`config.mk`:
```
export PLATFORM = sky130hd
export DESIGN_NAME = donut_char_formatter
export DESIGN_NICKNAME = d
export VERILOG_FILES = /design/src/rtl/donut_pkg.sv /design/src/rtl/donut_shade_lut.sv /design/src/rtl/donut_char_formatter.sv
export SDC_FILE = /design/constraint.sdc
export NUM_CORES = 1
export LEC_CHECK = 0
export CELL_PAD_IN_SITES_DETAIL_PLACEMENT = 0
export CELL_PAD_IN_SITES_GLOBAL_PLACEMENT = 1
export CORE_ASPECT_RATIO = 0.7
export CORE_MARGIN = 8
export CORE_UTILIZATION = 42
export CTS_BUF_LIST = sky130_fd_sc_hd__clkbuf_4
export DETAILED_ROUTE_END_ITERATION = 16
export PLACE_DENSITY = 0.86
export SETUP_SLACK_MARGIN = 0.5
export SYNTH_ARGS = -nofsm -noshare
export SYNTH_HDL_FRONTEND = slang
export SYNTH_SLANG_ARGS = --single-unit
```
`constraint.sdc`:
```
create_clock -name clk -period 2.4 [get_ports clk]
set_input_delay 0.48 -clock clk [delete_from_list [all_inputs] [get_ports clk]]
set_output_delay 0.48 -clock clk [all_outputs]
set_load 0.02 [all_outputs]
```
`src/rtl/donut_pkg.sv`:
```
// donut_pkg: shared ASCII constants, shade ramp and FSM states for the donut character formatter.
package donut_pkg;
    typedef enum logic [2:0] {S_HOME0, S_HOME1, S_HOME2, S_CHAR, S_CR, S_LF} state_e;
    localparam logic [7:0] ASC_ESC    = 8'h1B;
    localparam logic [7:0] ASC_LBRACK = 8'h5B;
    localparam logic [7:0] ASC_H      = 8'h48;
    localparam logic [7:0] ASC_CR     = 8'h0D;
    localparam logic [7:0] ASC_LF     = 8'h0A;
    localparam logic [7:0] ASC_SPACE  = 8'h20;
    localparam int RAMP_LEN = 12;
    // Index 0 is the darkest shade ('.'), index 11 the brightest ('@').
    localparam logic [RAMP_LEN-1:0][7:0] SHADE_RAMP = {
        8'h40, 8'h24, 8'h23, 8'h2A, 8'h21, 8'h3D,
        8'h3B, 8'h3A, 8'h7E, 8'h2D, 8'h2C, 8'h2E
    };
endpackage

```
`src/rtl/donut_shade_lut.sv`:
```
// donut_shade_lut: maps a luminance index (or blank cell) to its ASCII shade character.
module donut_shade_lut
    import donut_pkg::*;
(
    input  logic [3:0] lum_i,
    input  logic       blank_i,
    output logic [7:0] char_o
);
    logic [3:0] idx;
    assign idx    = (lum_i > 4'd11) ? 4'd11 : lum_i;
    assign char_o = blank_i ? ASC_SPACE : SHADE_RAMP[idx];
endmodule

```
`src/rtl/donut_char_formatter.sv`:
```
// donut_char_formatter: turns a row-major luminance stream into framed ASCII bytes
// (ESC[H header, CR/LF per row) over a single-slot start/txe byte handshake.
module donut_char_formatter
    import donut_pkg::*;
#(
    parameter int COLS = 80,
    parameter int ROWS = 24
) (
    input  logic       clk,
    input  logic       nrst,
    input  logic       lum_valid,
    input  logic [3:0] lum,
    input  logic       lum_blank,
    output logic       lum_ready,
    output logic       tx_start,
    output logic [7:0] tx_data,
    input  logic       tx_txe,
    output logic       frame_done
);
    localparam int CW = $clog2(COLS) + 1;
    localparam int RW = $clog2(ROWS) + 1;

    state_e        state_q;
    logic [CW-1:0] col_q;
    logic [RW-1:0] row_q;
    logic          out_valid_q;
    logic [7:0]    out_byte_q;
    logic          frame_done_q;
    logic [7:0]    shade;
    logic [7:0]    byte_d;
    logic          accept;
    logic          slot_free;
    logic          load;
    logic          last_col;
    logic          last_row;

    donut_shade_lut u_lut (
        .lum_i  (lum),
        .blank_i(lum_blank),
        .char_o (shade)
    );

    assign accept     = out_valid_q && tx_txe;
    assign slot_free  = !out_valid_q || accept;
    assign lum_ready  = (state_q == S_CHAR) && slot_free;
    assign load       = slot_free && ((state_q != S_CHAR) || lum_valid);
    assign last_col   = col_q == CW'(COLS - 1);
    assign last_row   = row_q == RW'(ROWS - 1);
    assign tx_start   = out_valid_q;
    assign tx_data    = out_byte_q;
    assign frame_done = frame_done_q;

    always_comb begin
        byte_d = (state_q == S_HOME0) ? ASC_ESC :
                 (state_q == S_HOME1) ? ASC_LBRACK :
                 (state_q == S_HOME2) ? ASC_H :
                 (state_q == S_CR)    ? ASC_CR :
                 (state_q == S_LF)    ? ASC_LF : shade;
    end

    // In HOME0 the slot can only hold the frame's final LF, so an accept there ends the frame.
    always_ff @(posedge clk) begin
        if (!nrst) begin
            state_q      <= S_HOME0;
            col_q        <= '0;
            row_q        <= '0;
            out_valid_q  <= 1'b0;
            out_byte_q   <= 8'h00;
            frame_done_q <= 1'b0;
        end else begin
            frame_done_q <= accept && (state_q == S_HOME0);
            if (accept)
                out_valid_q <= 1'b0;
            if (load) begin
                out_valid_q <= 1'b1;
                out_byte_q  <= byte_d;
                case (state_q)
                    S_HOME0: state_q <= S_HOME1;
                    S_HOME1: state_q <= S_HOME2;
                    S_HOME2: state_q <= S_CHAR;
                    S_CHAR: begin
                        col_q <= last_col ? '0 : col_q + 1'b1;
                        if (last_col)
                            state_q <= S_CR;
                    end
                    S_CR:    state_q <= S_LF;
                    S_LF: begin
                        row_q   <= last_row ? '0 : row_q + 1'b1;
                        state_q <= last_row ? S_HOME0 : S_CHAR;
                    end
                    default: state_q <= S_HOME0;
                endcase
            end
        end
    end
endmodule

```
# == Word-level counts from Yosys, hierarchy flattened ==
# Memories as Yosys holds them, arrays and structs flattened.
# Index checks and enable logic that the tools add are counted.
# totals
register_bits,27
latchBits,0
ram_bits,0
romBits,128
in_bits,9
output_inout_bits,11
word_cells,47
memories,1
# classes
add_sub_neg,2
multipliers,0
div,0
magnitude_cmp,2
n_eq_ne,9
shifts,0
muxes,15
n_bitwise,0
n_reduce_logical,12
# mem_list
name,depth,width,read_ports,rd_clocked_by_memory_dff,wr,line,rtl
(no name shown),16,8,1,0,0,donut_shade_lut.sv:11,assign char_o = blank_i ? ASC_SPACE : SHADE_RAMP[idx];
# op_table
operator,n
$mux 8,8
$pmux 3 s6,1
$add 8x1->8 const B,1
$eq 8x7->1 const B,1
$add 6x1->6 const B,1
$eq 3x2->1 const B,2
$eq 3x3->1 const B,2
$eq 6x5->1 const B,1
$mux 6,1
$reduce_and 2->1,3
$lt 4x5->1 const B,1
$gt 4x4->1 const B,1
$logic_and 1x1->1,4
$mux 4,1
$eq 3x1->1 const B,1
$logic_not 3->1,1
$mux 3,1
$ne 3x2->1 const B,1
$logic_or 1x1->1,2
$mux 1,2
$mux 2,1
$ne 2x2->1 const B,1
$reduce_bool 2->1,1
$logic_not 1->1,1

# == Logic depth before layout (Yosys ltp) ==
# Gate-level depths: netlist (run 1).
# logic_depth
ltp_word,10
mapped_depth,8
ltp_nobuf,7

# == Modules after synthesis ==
# From an unflattened synthesis (run 1), not the netlist that was laid out.
# hier_totals
cells_unflattened,190
area_unflattened_um2,1586.5
# by_module_without_submodules
mod,n_inst,cells_each,area_each_um2,seq_area_each_um2
donut_char_formatter,1,160,1373.8,540.5
donut_shade_lut,1,30,212.7,0.0

# == Worst setup path after synthesis (run 1) ==
# No wires, ideal clock.
# synth_timing
path_kind,in2reg
start,input lum[2]
end,"register out_byte_q[1], in the netlist tx_data[1]"
setup_time_ns,0.071
arrival_time_ns,1.914
required_time_ns,2.329
setup_slack_ns,0.416
cell_stages,8
n_path_buf,1
cell_sequence,buf_2 > a21oi_1 > inv_1 > ha_1 > mux2_2 > o311ai_1 > o211ai_1 > a21oi_1
# synth_via
elab_chain_cells,10
# synth_rtl
element,line,rtl
"start, declared",donut_char_formatter.sv:12,"input logic [3:0] lum,"
$gt 4x4->1,donut_shade_lut.sv:10,assign idx = (lum_i > 4'd11) ? 4'd11 : lum_i;
$mux 4 *,donut_shade_lut.sv:10,
$mem_v2 16x8 *,--,
$mux 8 (implied by the code) *,donut_shade_lut.sv:11,
$mux 8 *,donut_shade_lut.sv:11,
$mux 8 *,donut_char_formatter.sv:58,(state_q == S_LF) ? ASC_LF : shade;
$mux 8 *,donut_char_formatter.sv:57,(state_q == S_CR) ? ASC_CR :
$mux 8 *,donut_char_formatter.sv:56,(state_q == S_HOME2) ? ASC_H :
$mux 8 *,donut_char_formatter.sv:55,(state_q == S_HOME1) ? ASC_LBRACK :
$mux 8 *,donut_char_formatter.sv:54,byte_d = (state_q == S_HOME0) ? ASC_ESC :
"end signal, assigned",donut_char_formatter.sv:76,out_byte_q <= byte_d;
"end, declared",donut_char_formatter.sv:27,logic [7:0] out_byte_q;
# Every way passes the cells marked *; elsewhere a longest branch is shown, timed or not. The select of a mux whose other input is x is not followed.
# A chain may end at the register's enable or synchronous reset.

# == Worst setup path in the final report (run 1) ==
# Ends and elaborated chain as after synthesis.

==> results of run 1 <==
## routing by layer
layer / up-vias / share of wire (%) / track usage [%]
li1: 684 / - / -
met1: 635 / 47 / 15.87
met2: 21 / 48 / 21.82
met3: 2 / 5.4 / 4.608
met4: 0 / 0.37 / 2.137
met5: - / 0 / 0
## stage by stage
stage	util (%)	hold WS (ns)	power (mW)	instance area [sq um]
2_1_floorplan	-	0.4580	0.5883	1504
3_3_place_gp	50.94	0.4473	0.6624	1755
3_5_place_dp	50.94	0.4497	0.6673	1755
4_1_cts	52.03	0.4691	0.8587	1793
5_1_grt	51.85	0.4986	0.8996	1787
6_report	51.85	0.4650	0.8519	1787
## state kept, by name (all words and copies together), names as in the netlist
signal,count
tx_start,1
tx_data,7
state_q,3
col_q,8
frame_done,1
row_q,6
## final timing paths
check                                        startpoint                      end  slack, ns
worst min register to register  tx_data[5]$_SDFFE_PN0P_  tx_data[5]$_SDFFE_PN0P_       0.46
worst max register to register  state_q[2]$_SDFFE_PN0P_  tx_data[2]$_SDFFE_PN0P_       0.77
worst min-delay path            tx_data[5]$_SDFFE_PN0P_  tx_data[5]$_SDFFE_PN0P_       0.46
worst max-delay path                             lum[2]  tx_data[1]$_SDFFE_PN0P_       0.54
## layout by cell type (no fill, tap or decap), types with 3 or more instances in the layout
cell              n
dfxtp_1          26
nor2_1           20
buf_4            14
clkdlybuf4s50_1  13
nand3_1           9
o21ai_0           8
nand2_1           8
a21oi_1           8
inv_1             6
xnor2_1           6
nor3_1            5
a31oi_1           4
or3_1             4
xor2_1            4
ha_1              4
dlygate4sd2_1     4
nand4_1           3
nor3b_1           3
clkbuf_4          3
## synth_stat cells, drive strengths merged (3+ instances only)
cell type	count
nand4	4
xnor2	6
o21ai	10
a21oi	11
a31oi	4
clkbuf	3
inv	6
nor2	20
ha	4
dfxtp	26
nand3	9
nand2	8
xor2	4
buf	8
nor3b	3
nor4	3
or3	4
nor3	5
## power breakdown
| part | switching, mW | leakage, nW | internal (mW) | total [mW] |
|---|---|---|---|---|
| combinational | 0.110 | 0.427 | 0.0880 | 0.198 |
| clock | 0.131 | 0.0154 | 0.0610 | 0.192 |
| sequential | 0.0113 | 0.212 | 0.450 | 0.461 |
## repair_timing
action	4_1_cts	5_1_grt
pin swaps	1	0
buffers inserted	2	0
gates cloned	0	0
resized for setup	7	1
endpoints found under the setup margin	2	1
## cells by family after synthesis
logic type | Yosys count | share of synthesized area, %
AND/OR/NAND/NOR | 72 | 27.93
buffers and inverters | 17 | 6.581
other | 1 | 0.2529
AO/OA/AOI/OAI | 40 | 18.73
XOR/XNOR | 10 | 5.907
flip-flops | 26 | 35.11
multiplexers | 3 | 2.110
adder cells (fa/ha/maj) | 4 | 3.376
## worst max-delay path: stages
cell	delay [ns]
dlygate4sd2_1	0.30
a21oi_4	0.18
inv_1	0.06
ha_1	0.29
mux2_2	0.26
o311ai_1	0.28
o211ai_1	0.15
a21oi_1	0.14
## layout make-up
class / instances / area [sq um]
flip-flops and latches: 26 / 520.5
inverters: 6 / 22.52
multi-input cells: 130 / 879.6
well taps: 50 / 62.56
clock buffers: 3 / 22.52
fillers: 326 / 1659
repair buffers: 32 / 275.3
clock inverters: 1 / 3.754
==> results.ini, run 1 <==
[critical_path]
cp-start-kind = input pin
cp.required_ns = 2.68
crit_fanout = 4
worstPathArrival_ns = 2.13
path_class = input pin to register
worstRegToRegCells = 5
cp-end-kind = register

[outcome]
outcome = finished, final reports clean

[placement]
io_buffers = 18
place_congestion = 0.8824
pre_cts_ws_ns = -0.02581
place_hpwl_um = 2714
dpl.cell_count = 242

[power]
irDropWorstVdd_mv = 0.3057
p_per_area_mw_per_mm2 = 476.8
power_leakage_nw = 0.6550

[cells_and_area]
antenna_cells = 0
final_nets = 212
area_growth_pct = 20.51
drive_gt1_share_pct = 15.66
stdcell_count = 248

[floorplan]
io_pins = 20
design.core.area_sq_mm = 0.003446
die-width_um = 87.02
rows = 18
start_util_pct = 43.03
dieHeight_um = 65.71
dieArea_sq_mm = 0.005718

[global_route]
grt_start_max_net_pins = 16
grtUsageTotal_pct = 13.01
grt_pass1_wl_um = 6078
grt_pass1_vias = 1335
grt_overflow = 0
antenna_found_initial = 0

[clock_network]
clk_path_buf_depth = 2
h-tree-depth = 1
ctsHoldBuffers = 0
numCtsBuffers = 3
cts.sinks = 26
root_buffer = clkbuf_4
clkTransAtPathRegs_ns = 0.15
cts_tree = done
clock_latency_ns = 0.33

[worst_hold_path]
hold_class = register to register
hold_depth = 2

[timing]
fin_ws_ns = 0.5447
layout_min_cycle_time_ns = 1.855
worst_pin_slew_ns = 0.5143
rsz0062_at_grt = false
setup-violations-final = 0
skew_ns = 0.01616
hold_viol = 0
fmax_mhz = 539.0
maxSlewViolCount = 0
finalCritPeriodShare_pct = 77.31
fin_tns_setup_ns = 0
maxSlewHeadroom_pct = 65.42

[drt]
route.detailed.drc = 0
viasPerCell = 5.411
ant_nets = 0
routedWlPerCell_um = 14.31
drtIter0Drc = 46
vias = 1342
dr.pass1.iters = 4
wl_um = 3550

[synth]
yosysWarnings = 0
synth-seq-cells = 26
synth_area_sq_mm = 0.001483
synth_edf_count = 0
ys_seq_area_share_pct = 35.11
yosysTopAreaCellShare_pct = 35.11
syn_inst = 173
synth.distinct_cells = 50
syn-num-nets = 186
ys.flop_type = dfxtp_1
synth_top_area_cell = dfxtp_1
ys_async_sr_fraction_pct = 0
synthTopCellsByArea = dfxtp_1 (35%), nor2_1 (5.1%), xnor2_1 (3.5%)
syn_area_per_cell_sq_um = 8.570

[job]
drv_cap = 0

(Power assumes the default switching activity.)
==> inputs of run 2 (changes only) <==
==> constraint.sdc (replaced) <==
create_clock -name clk -period 1.8 [get_ports clk]
set_input_delay 0.36 -clock clk [delete_from_list [all_inputs] [get_ports clk]]
set_output_delay 0.36 -clock clk [all_outputs]
set_load 0.02 [all_outputs]
==> run 2 against run 1 <==
Net effect:
- critical path depth is 1 lower
- largest power group unchanged
- sequential share of layout area is 5.8 points lower
- power rose by 42%
- worst hold slack better by 0.0097 ns
- worst setup slack got worse by 0.23 ns
- cell area rose by 28%
- flip-flop and latch count stayed put
- clock-buffer cell count stayed put
- via count is 11% higher
- routed wire length is 23% higher
- global-route usage increased by 2.0 points
- critical endpoint is now col_q[1]$_SDFFE_PN0P_
==> results.ini, run 2 (synthesized netlist as in run 1, its figures left out) <==
[outcome]
outcome = finished, final reports clean

[critical_path]
path_class = register to register
cp.required_ns = 2.04
worstPathArrival_ns = 1.72
cp-start-kind = register
cp-end-kind = register
timing.rr.end = col_q[1]$_SDFFE_PN0P_
worstRegToRegCells = 7
startpoint = state_q[2]$_SDFFE_PN0P_
reg2reg_slack_ns = 0.32
crit_fanout = 4
rr_startpoint = state_q[2]$_SDFFE_PN0P_

[power]
total_power_mw = 1.213
irDropWorstVdd_mv = 0.4262
power_leakage_nw = 0.8827
p_per_area_mw_per_mm2 = 532.4

[global_route]
grt_pass1_wl_um = 6913
grt_start_max_net_pins = 14
grt_pass1_vias = 1484
grt_overflow = 0
grtUsageTotal_pct = 15.05
antenna_found_initial = 0

[timing]
setup-violations-final = 0
maxSlewViolCount = 0
rsz0062_at_grt = true
skew_ns = 0.01049
hold_viol = 0
fmax_mhz = 674.0
layout_min_cycle_time_ns = 1.484
fin_ws_ns = 0.3163
finalCritPeriodShare_pct = 82.43

[placement]
place_congestion = 0.8952
pre_cts_ws_ns = -0.4992
io_buffers = 18
place_hpwl_um = 2848

[worst_hold_path]
min_to = tx_data[2]$_SDFFE_PN0P_
hp-start = tx_data[2]$_SDFFE_PN0P_
hold_class = register to register
hold_depth = 2

[drt]
vias = 1491
viasPerCell = 5.306
drtIter0Drc = 63
route.detailed.drc = 0
routedWlPerCell_um = 15.53
ant_nets = 0
dr.pass1.iters = 4
wl_um = 4365

[floorplan]
dieArea_sq_mm = 0.005718
start_util_pct = 43.03
rows = 18
io_pins = 20
die-width_um = 87.02
design.core.area_sq_mm = 0.003446
dieHeight_um = 65.71

[clock_network]
clock_latency_ns = 0.33
clk_path_buf_depth = 2
clkTransAtPathRegs_ns = 0.14
numCtsBuffers = 3
root_buffer = clkbuf_4
cts_tree = done
h-tree-depth = 1
ctsHoldBuffers = 0
cts.sinks = 26

[cells_and_area]
antenna_cells = 0
drive_gt1_share_pct = 47.62
final_cell_mix = buf_4 (28), buf_6 (22), dfxtp_1 (20)
post-route-util_pct = 66.12
area_growth_pct = 53.67
filler_cell_count = 266
final_nets = 246
final_common_cell = buf_4
max_flop_register = col_q
largest_reg_flops = 8

[job]
drv_cap = 0

-- run 2: report_power, final --
part	internal (mW)	leakage [nW]	total, mW	switching (mW)
Combinational	0.167	0.654	0.349	0.182
Clock	0.0787	0.0138	0.249	0.171
Sequential	0.600	0.215	0.615	0.0153
Total	0.845	0.883	1.21	0.368
-- run 2: worst max path at each step --
| stage | to | cells past startpoint | slack [ns] |
|---|---|---|---|
| detailed placement | tx_data[1]$_SDFFE_PN0P_ | 8 | -0.50 |
| global placement | tx_data[1]$_SDFFE_PN0P_ | 8 | -0.45 |
| global route | col_q[1]$_SDFFE_PN0P_ | 7 | 0.21 |
| finish | col_q[1]$_SDFFE_PN0P_ | 7 | 0.32 |
| CTS | lum_ready | 3 | 0.33 |
| floorplan | tx_data[1]$_SDFFE_PN0P_ | 8 | 0.06 |
-- run 2: routing by layer --
metal / track usage, % / part of all wire, % / up-vias
li1: - / - / 749
met4: 2.564 / 0.34 / 0
met1: 18.06 / 46 / 722
met2: 26.47 / 50 / 18
met5: 0 / 0 / -
met3: 4.234 / 3.0 / 2
-- run 2: area by class of cell --
cell class	count	area, sq um	area share, %
Timing Repair Buffer	66	565.5	24.82
Clock buffer	3	22.52	0.9885
Tap cell	50	62.56	2.746
Inverter	6	22.52	0.9885
Multi-Input combinational cell	130	1075	47.17
Sequential cell	26	530.5	23.28
-- run 2: critical path: stages (launching register included) --
cell and delay, ns:
dfxtp_2 0.36, buf_6 0.12, and3b_2 0.31, buf_6 0.12, nand3_4 0.10, buf_6 0.14, mux2i_1 0.17, nor2_1 0.07
-- run 2: through the flow --
stage               cell area [sq um]  TNS, ns  hold slack [ns]  cells
floorplan                        1539        0           0.4622    173
global placement                 1898   -2.479           0.4484    258
detailed placement               1898   -2.958           0.4532    258
CTS                              2086        0           0.4693    270
global route                     2278        0           0.4971    281
finish                           2278        0           0.4747    281
-- run 2: repair_timing --
action | in CTS | in global routing
setup buffers | 9 | 11
pin swaps | 20 | 20
resized for setup | 98 | 28
setup endpoints to repair | 33 | 26
